==> src/rtl/route_interlock_ctrl_pkg.sv <==
// Shared types and helpers for the station-throat interlock.
package train_pkg;

  localparam logic LEFT  = 1'b0;
  localparam logic RIGHT = 1'b1;

  typedef enum logic [2:0] {
    S_IDLE,
    S_CHECK,
    S_RELEASE,
    S_THROW,
    S_RESP
  } state_t;

  // Index width that never collapses to zero bits.
  function automatic int width_of(input int n);
    return (n > 1) ? $clog2(n) : 1;
  endfunction

  function automatic int max_int(input int a, input int b);
    return (a > b) ? a : b;
  endfunction

  // Slot number: left-side approaches first, then right-side.
  function automatic int slot_idx(input logic side, input int appr, input int num_appr);
    return (side ? num_appr : 0) + appr;
  endfunction

endpackage

==> src/rtl/route_interlock_ctrl_conflict.sv <==
// Combinational conflict mask of a candidate route against the active table.
module route_conflict_check
  import train_pkg::*;
#(
  parameter int NUM_APPROACH = 2,
  parameter int NUM_STATION  = 4,
  localparam int AW    = width_of(NUM_APPROACH),
  localparam int SW    = width_of(NUM_STATION),
  localparam int NSLOT = 2 * NUM_APPROACH
)(
  input  logic [NSLOT-1:0]         active,
  input  logic [NSLOT-1:0][SW-1:0] station,
  input  logic                     cand_side,
  input  logic [AW-1:0]            cand_appr,
  input  logic [SW-1:0]            cand_stn,
  output logic [NSLOT-1:0]         mask
);

  // Same-side active routes sharing an approach, a station, or crossing paths.
  always_comb begin
    int a, s, b, t;
    logic same_side;
    mask = '0;
    a = int'(cand_appr);
    s = int'(cand_stn);
    for (int i = 0; i < NSLOT; i++) begin
      b = i % NUM_APPROACH;
      t = int'(station[i]);
      same_side = ((i >= NUM_APPROACH) == cand_side);
      mask[i] = active[i] && same_side &&
                ((a == b) || (s == t) || ((a < b) && (s > t)) || ((a > b) && (s < t)));
    end
  end

endmodule

==> src/rtl/route_interlock_ctrl.sv <==
// Route-setting controller: conflict check, preemption/rejection, approach
// locking on release, switch throw timing, and registered table outputs.
module route_interlock_ctrl
  import train_pkg::*;
#(
  parameter int NUM_STATION    = 4,
  parameter int NUM_APPROACH   = 2,
  parameter int THROW_CYCLES   = 50000000,
  parameter int RELEASE_CYCLES = 100000000,
  parameter int PREEMPT        = 1,
  localparam int AW    = width_of(NUM_APPROACH),
  localparam int SW    = width_of(NUM_STATION),
  localparam int NSLOT = 2 * NUM_APPROACH,
  localparam int SLW   = width_of(NSLOT),
  localparam int CW    = $clog2(max_int(THROW_CYCLES, RELEASE_CYCLES) + 1)
)(
  input  logic                  CLOCK_50,
  input  logic                  RESET,
  input  logic                  req_valid,
  output logic                  req_ready,
  input  logic                  req_cancel,
  input  logic                  req_side,
  input  logic [AW-1:0]         req_approach,
  input  logic [SW-1:0]         req_station,
  output logic                  resp_valid,
  output logic                  resp_granted,
  output logic [NSLOT-1:0]      route_active,
  output logic [NSLOT*SW-1:0]   route_station,
  output logic [NSLOT-1:0]      signal_clear,
  output logic                  busy
);

  state_t                  state_q, state_d;
  logic [CW-1:0]           cnt_q;
  logic                    r_cancel, r_side;
  logic [AW-1:0]           r_appr;
  logic [SW-1:0]           r_stn;
  logic                    grant_q;
  logic [NSLOT-1:0]        victim_q;
  logic [NSLOT-1:0]        act_q, act_d, clr_q, clr_d;
  logic [NSLOT-1:0][SW-1:0] stn_q, stn_d;

  logic                    req_ok;
  logic [SLW-1:0]          slot;
  logic [NSLOT-1:0]        slot_oh;
  logic [NSLOT-1:0]        conflict;
  logic [NSLOT-1:0]        chk_victim;
  logic                    chk_grant;

  route_conflict_check #(
    .NUM_APPROACH (NUM_APPROACH),
    .NUM_STATION  (NUM_STATION)
  ) u_conflict (
    .active    (act_q),
    .station   (stn_q),
    .cand_side (r_side),
    .cand_appr (r_appr),
    .cand_stn  (r_stn),
    .mask      (conflict)
  );

  // Validate the latched request and locate its slot (station ignored on cancel).
  always_comb begin
    req_ok  = (int'(r_appr) < NUM_APPROACH) && (r_cancel || (int'(r_stn) < NUM_STATION));
    slot    = req_ok ? SLW'(slot_idx(r_side, int'(r_appr), NUM_APPROACH)) : '0;
    slot_oh = '0;
    slot_oh[slot] = 1'b1;
  end

  // FSM state and dwell counter; counter reloads whenever a new state is entered.
  always_ff @(posedge CLOCK_50 or posedge RESET) begin
    if (RESET) begin
      state_q <= S_IDLE;
      cnt_q   <= '0;
    end else begin
      state_q <= state_d;
      if (state_d != state_q) begin
        case (state_d)
          S_RELEASE: cnt_q <= CW'(RELEASE_CYCLES);
          S_THROW:   cnt_q <= CW'(THROW_CYCLES);
          default:   cnt_q <= '0;
        endcase
      end else if (cnt_q != '0) begin
        cnt_q <= cnt_q - 1'b1;
      end
    end
  end

  // Next-state logic and the CHECK-cycle decision (grant, victims).
  always_comb begin
    state_d    = state_q;
    chk_victim = '0;
    chk_grant  = 1'b0;
    case (state_q)
      S_IDLE: if (req_valid) state_d = S_CHECK;
      S_CHECK: begin
        if (!req_ok) begin
          state_d = S_RESP;
        end else if (r_cancel) begin
          if (act_q[slot]) begin
            chk_victim = slot_oh;
            chk_grant  = 1'b1;
            state_d    = S_RELEASE;
          end else begin
            state_d = S_RESP;
          end
        end else if (act_q[slot] && (stn_q[slot] == r_stn)) begin
          chk_grant = 1'b1;
          state_d   = S_RESP;
        end else if (conflict == '0) begin
          chk_grant = 1'b1;
          state_d   = S_THROW;
        end else if (PREEMPT != 0) begin
          chk_victim = conflict;
          chk_grant  = 1'b1;
          state_d    = S_RELEASE;
        end else begin
          state_d = S_RESP;
        end
      end
      S_RELEASE: if (cnt_q == CW'(1)) state_d = r_cancel ? S_RESP : S_THROW;
      S_THROW:   if (cnt_q == CW'(1)) state_d = S_RESP;
      S_RESP:    state_d = S_IDLE;
      default:   state_d = S_IDLE;
    endcase
  end

  // Route table updates keyed on state transitions; victims free before the new slot is claimed.
  always_comb begin
    act_d = act_q;
    stn_d = stn_q;
    clr_d = clr_q;
    if (state_q == S_CHECK && state_d == S_RELEASE) clr_d = clr_q & ~chk_victim;
    if (state_q == S_RELEASE && state_d != S_RELEASE) act_d = act_q & ~victim_q;
    if (state_q != S_THROW && state_d == S_THROW) begin
      act_d[slot] = 1'b1;
      stn_d[slot] = r_stn;
    end
    if (state_q == S_THROW && state_d == S_RESP) clr_d[slot] = 1'b1;
  end

  // Request latch, decision capture and table registers.
  always_ff @(posedge CLOCK_50 or posedge RESET) begin
    if (RESET) begin
      r_cancel <= 1'b0;
      r_side   <= LEFT;
      r_appr   <= '0;
      r_stn    <= '0;
      grant_q  <= 1'b0;
      victim_q <= '0;
      act_q    <= '0;
      stn_q    <= '0;
      clr_q    <= '0;
    end else begin
      if (state_q == S_IDLE && req_valid) begin
        r_cancel <= req_cancel;
        r_side   <= req_side;
        r_appr   <= req_approach;
        r_stn    <= req_station;
      end
      if (state_q == S_CHECK) begin
        grant_q  <= chk_grant;
        victim_q <= chk_victim;
      end
      act_q <= act_d;
      stn_q <= stn_d;
      clr_q <= clr_d;
    end
  end

  // Output register stage: every port is a flop, none sees req_* combinationally.
  always_ff @(posedge CLOCK_50 or posedge RESET) begin
    if (RESET) begin
      route_active  <= '0;
      route_station <= '0;
      signal_clear  <= '0;
      resp_valid    <= 1'b0;
      resp_granted  <= 1'b0;
      req_ready     <= 1'b1;
      busy          <= 1'b0;
    end else begin
      route_active  <= act_q;
      route_station <= stn_q;
      signal_clear  <= clr_q;
      resp_valid    <= (state_q == S_RESP);
      resp_granted  <= (state_q == S_RESP) && grant_q;
      req_ready     <= (state_d == S_IDLE);
      busy          <= (state_d != S_IDLE);
    end
  end

endmodule

==> config.mk <==
export PLATFORM = sky130hd
export DESIGN_NAME = route_interlock_ctrl
export DESIGN_NICKNAME = d
export VERILOG_FILES = /design/src/rtl/route_interlock_ctrl_pkg.sv /design/src/rtl/route_interlock_ctrl_conflict.sv /design/src/rtl/route_interlock_ctrl.sv
export SDC_FILE = /design/constraint.sdc
export NUM_CORES = 1
export LEC_CHECK = 0
export ABC_AREA = 1
export CAP_MARGIN = 20
export CORE_MARGIN = 2
export CORE_UTILIZATION = 63
export CTS_BUF_LIST = sky130_fd_sc_hd__clkbuf_16
export DETAILED_ROUTE_END_ITERATION = 10
export PLACE_DENSITY_LB_ADDON = 0.1
export SETUP_SLACK_MARGIN = 0.02
export SYNTH_ARGS = -nofsm -noshare
export SYNTH_HDL_FRONTEND = slang
export SYNTH_HIERARCHICAL = 1
export SYNTH_SLANG_ARGS = --single-unit
==> constraint.sdc <==
create_clock -name CLOCK_50 -period 4.55 [get_ports CLOCK_50]
set_input_delay 0.455 -clock CLOCK_50 [delete_from_list [all_inputs] [get_ports CLOCK_50]]
set_output_delay 0.455 -clock CLOCK_50 [all_outputs]
set_load 0.02 [all_outputs]
* Word level (Yosys, flattened, before mapping) *
Cells that the tools add are included.

storage, ports and cells
  flip-flop bits (word level) = 76
  output and inout bits = 20

cells by class
  mux-type cells = 33
  $add $sub $neg = 2
  bitwise gates (word level) = 8
  equality and inequality tests = 16
  reduce and logical (&&, ||, !) cells = 34
  $lt $le $gt $ge = 8

operator list
  cell                                                                  number
  27-bit two-way mux                                                    2
  27-bit one-hot mux with 2 select lines                                1
  4-bit two-way mux                                                     9
  27-bit by 1-bit == test with 1-bit output, second input constant      1
  27-bit nonzero test                                                   1
  27-bit by 1-bit subtractor with 27-bit output, second input constant  1
  3-bit two-way mux                                                     7
  1-bit logical AND                                                     20
  3-bit by 2-bit == test with 1-bit output, second input constant       4
  3-bit one-hot mux with 4 select lines                                 1
  2-bit == test                                                         5
  4-bit AND                                                             2
  8-bit bitwise mux                                                     1
  1-bit logical OR                                                      8
  4-bit NOT                                                             2
  4-bit OR                                                              2
  3-bit == test, second input constant                                  2
  3-bit zero test                                                       2
  2-bit two-way mux                                                     3
  3-bit by 2-bit != test with 1-bit output, second input constant       2
  1-bit two-way mux                                                     5
  2-bit binary-select mux with 2-bit select                             1
  2-bit demux with 2-bit select                                         1
  2-bit > comparator                                                    2
  other kinds (14)                                                      16

* Depth between registers and ports, before layout *
  depth after elaboration = 14
  gate-level depth with buffers = 16

* By module *
Netlist, hierarchy kept.

by module, submodules not included
  module                area each (µm²)  instances  cells each  sequential area each (µm²)
  route_interlock_ctrl  3802.4           1          453         1903.1
  route_conflict_check  231.5            1          41          0.0

* Worst setup path after synthesis *
No wires, ideal clock.

  kind = register to register
  start point = register cnt_q[0]
  end point = register cnt_q[22]
  slack = 2.479 ns
  period minus slack after synthesis = 2.071 ns
  data required time = 4.473 ns
  buffers on the path = 0
  cell stages (with the launch flop) = 13
  arrival time = 1.994 ns
  cell sequence = dfrtp_1 > inv_1 > ha_1 > inv_1 > nor2_1 > nand2_1 > nor2_1 > nand2_1 > nor3_1 > nand2_1 > xor2_1 > nand3_1 > a21oi_1

between the ends
  longest elaborated chain between the ends = 6

RTL lines
  what                                         RTL line                                                  source
  start, declared                              route_interlock_ctrl.sv:34                                logic [CW-1:0] cnt_q;
  start signal, assigned                       route_interlock_ctrl.sv:79                                S_RELEASE: cnt_q <= CW'(RELEASE_CYCLES);
  start signal, assigned                       route_interlock_ctrl.sv:80                                S_THROW: cnt_q <= CW'(THROW_CYCLES);
  start signal, assigned                       route_interlock_ctrl.sv:84                                cnt_q <= cnt_q - 1'b1;
  27-bit by 1-bit == test with 1-bit output    route_interlock_ctrl.sv:121, route_interlock_ctrl.sv:122
  3-bit two-way mux, on equally long branches  route_interlock_ctrl.sv:122, route_interlock_ctrl.sv:121
  3-bit one-hot mux with 4 select lines        route_interlock_ctrl.sv:94                                case (state_q)
  3-bit by 2-bit == test with 1-bit output     route_interlock_ctrl.sv:78                                case (state_d)
  27-bit one-hot mux with 2 select lines       route_interlock_ctrl.sv:78
  27-bit two-way mux                           route_interlock_ctrl.sv:77                                if (state_d != state_q) begin

Several ways; a longest one is shown, not always the timed one. The select of a mux whose other input is x is not followed.
A chain may end at the register's enable or synchronous reset.

* Worst setup path in the final report *
  start point = register r_appr
  end point = register cnt_q[1]

between the ends
  longest elaborated chain between the ends = 11

RTL lines
  what                                                                            RTL line                     source
  start, declared                                                                 route_interlock_ctrl.sv:36   logic [AW-1:0] r_appr;
  start signal, assigned                                                          route_interlock_ctrl.sv:158  r_appr <= req_approach;
  branches (longest 7 deep; another with 2-bit by 1-bit adder with 2-bit output)  -
  3-bit two-way mux *                                                             route_interlock_ctrl.sv:99   end else if (r_cancel) begin
  3-bit one-hot mux with 4 select lines *                                         route_interlock_ctrl.sv:94
  3-bit != test *                                                                 route_interlock_ctrl.sv:77
  27-bit two-way mux or 2-bit nonzero test (tied branches)                        -

Every way passes the cells marked *. The select of a mux whose other input is x is not followed.

==> impl_metrics.ini <==
[global_routing]
grt_pass1_vias = 3130
grt_remaining_overflow = 0
grt_first_pass_wirelength_mm = 15.4
antenna_found_initial = 0
grt_start_max_net_pins = 41
grt_usage_pct = 27.5

[timing]
period_share_pct = 63.0
drv_slew = 0
period_needed_ns = 2.87
finalSetupViolations = 0
tns_ns = 0
rsz0062_at_grt = no
slew_headroom_pct = 34.1
skew_ns = 0.00507
max_freq_mhz = 349
worst_pin_slew_ns = 0.982
finalHoldViolCount = 0

[clock_network]
clock_latency_ns = 0.33
cts-root-buf = clkbuf_16
clock_sinks = 76
clk_pin_slew_ns = 0.06
postCtsResizedCells = 0
cts_tree = yes
cts_max_path_buffers = 2
htree_num_levels = 3
cts_made_buffers = 9
post_cts_buffers = 0
hold_buffers = 0

[layout]
syn_to_final_growth_pct = 15.2
multiInputGateArea_um2 = 1790
fillers = 472
ff_latch_area_um2 = 1900
drive_above_1_share_pct = 8.32
stdcell_count = 606
antenna_cells = 0
final_nets = 543

[floorplan]
dieWidth_um = 84.0
io_pins = 28
coreArea_um2 = 6280
dieHeight_um = 84.0
initial_core_util_pct = 64.3
std_cell_rows = 29
die_area_um2 = 7060

[worst_setup_path]
reg2regPathDepth = 15
r2r_start = r_appr$_DFFE_PP0P_
crit_start = r_appr$_DFFE_PP0P_
end_kind = flop
reg2reg_to = cnt_q[1]$_DFFE_PP0P_
critPathMaxFanout = 17
worst-setup-path-type = reg2reg
worstSetupStartpointType = flop
ff2ff_setup_slack_ns = 1.68
cp.arrival_ns = 3.14
crit_required_ns = 4.82

[hold_path]
hold_start = clr_q[3]$_DFF_PP0_
hold_end = signal_clear[3]$_DFF_PP0_
holdPathStages = 0
hold_path_class = reg2reg

[route]
viasPerCell = 5.51
drcViolationCount = 0
antenna_left = 0
wl_mm = 8.96
firstDrtPassIters = 5
wl_per_cell_um = 14.8
dr_total_vias = 3340
first_iter_violations = 316

[synth]
yosys.area_share.simple_pct = 27.7
synth-adder-area-share_pct = 3.41
syn_inst = 494
ys_ff_latch = 76
synth_compound_area_share_pct = 9.21
synth_mux_area_share_pct = 0
synthArstFlopShare_pct = 100
synth_nets = 513
synth_xor_area_share_pct = 4.13
synth_top_cell_by_area = dfrtp_1
synth-warning-count = 6
synth_edf_count = 0
synth.top_cells.by_area = dfrtp_1 (47%), nand2_1 (11%), inv_1 (6.0%)
synth_area_um2 = 4030
ys_types = 35
yosysTopAreaCellShare_pct = 46.5
synth_top_family_by_area = simple AND/OR/NAND/NOR gates
synth_ff_type = dfrtp_1
synth_area_per_cell_um2 = 8.17
yosysSeqAreaShare_pct = 47.2

[run_status]
outcome = completed

[power_and_ir_drop]
power_density_nw_per_um2 = 853
cellLeakagePower_nw = 2.32
ir_worst_vdd_uv = 488
power.total_mw = 3.97

[placement]
placedCellCount = 590
io_buffers = 27
dp_hpwl_mm = 6.26
gp_congestion = 0.941

[run]
maxCapViolations = 0
[metal layers]
| layer | track usage (%) | share of wire [%] | wire [µm] |
|---|---|---|---|
| met2 | 38.5 | 43 | 3880 |
| met4 | 9.97 | 1.4 | 127 |
| met3 | 4.25 | 6.4 | 569 |
| met5 | 0 | 0 | 0 |
| met1 | 43.2 | 49 | 4370 |
[flip-flops by register name, indices dropped and copies added (netlist names)]
register,flops
stn_q,8
r_side,1
r_cancel,1
clr_q,4
req_ready,1
cnt_q,27
signal_clear,4
act_q,4
grant_q,1
route_active,4
resp_valid,1
victim_q,4
state_q,3
r_appr,1
busy,1
route_station,8
r_stn,2
resp_granted,1
[kinds of logic (layout without fill, tap and decap cells)]
logic type / count (synthesis) / count (layout)
xor gates and xnor gates: 19 / 19
and+or+nand+nor: 242 / 242
adders and majority gates: 11 / 11
DFF: 76 / 76
AOI/OAI and AO/OA: 67 / 67
buffers and inverters: 79 / 114
[cell usage after synthesis (2+ instances only)]
library cell	count
ha_1	11
o211ai_1	2
buf_6	5
dfrtp_1	75
nand3_2	6
o21ai_0	30
o31ai_1	4
nor3_1	19
inv_1	65
nand3b_1	2
nor2_1	46
o21ai_1	4
nand2_1	120
nand4_1	2
xnor2_1	5
nand3_1	29
clkbuf_1	2
nand2_2	2
inv_2	5
nor2_4	3
and2_1	2
nor2_2	4
nor4_1	3
xor2_1	14
a21oi_1	24
[worst max-delay path, stage by stage, from the launching register on]
cell	delay (ns)
dfrtp_1	0.70
inv_2	0.23
nand2_1	0.11
nand2_1	0.05
nand2_1	0.07
nand2_1	0.08
nand2_1	0.09
and2_1	0.14
nand3_2	0.11
nand2_1	0.12
o21ai_1	0.09
inv_2	0.20
nand4_4	0.30
nor2_4	0.35
nand2_1	0.09
nand2_1	0.07
[layout by cell type, fill, tap and decap left out, types with 2 or more instances in the layout]
master,n
nand2_1,120
dfrtp_1,75
inv_1,64
nor2_1,46
o21ai_0,30
nand3_1,29
clkdlybuf4s50_1,27
a21oi_1,24
nor3_1,19
xor2_1,14
ha_1,11
clkbuf_16,9
inv_2,6
nand3_2,6
xnor2_1,5
nor2_2,4
o21ai_1,4
o31ai_1,4
nor2_4,3
nor4_1,3
nand4_1,2
nand3b_1,2
nand2_2,2
and2_1,2
o211ai_1,2
bufinv_16,2
clkinv_4,2
clkinv_2,2
[stage by stage]
step | hold WS, ns | setup slack [ns] | utilization [%] | area, µm²
2_1_floorplan | 0.354 | 2.16 | - | 4030
3_3_place_gp | 0.369 | 1.80 | 69.0 | 4330
3_5_place_dp | 0.372 | 1.76 | 69.0 | 4330
4_1_cts | 0.387 | 1.72 | 74.0 | 4650
5_1_grt | 0.399 | 1.43 | 74.0 | 4650
6_report | 0.383 | 1.68 | 74.0 | 4650
[worst max-delay path by stage]
stage	end	cells after the start
detailed placement	cnt_q[1]$_DFFE_PP0P_	15
finish	cnt_q[1]$_DFFE_PP0P_	15
CTS	cnt_q[1]$_DFFE_PP0P_	15
global route	cnt_q[1]$_DFFE_PP0P_	15
global placement	cnt_q[1]$_DFFE_PP0P_	15
floorplan	act_q[0]$_DFF_PP0_	1
[area by class of cell]
class / instances / share of cell area [%]
clock buffers: 9 / 4.85
multi-input cells: 339 / 38.5
repair buffers: 28 / 5.98
clock inverters: 7 / 1.97
inverters: 70 / 5.65
well taps: 77 / 2.07
flip-flops and latches: 76 / 40.9
[power breakdown]
group | internal (mW) | total (mW) | switching [mW]
sequential | 0.973 | 1.23 | 0.261
clock | 0.478 | 0.751 | 0.274
combinational | 0.698 | 1.98 | 1.28
Note: power is estimated with default switching activity, not from simulation.
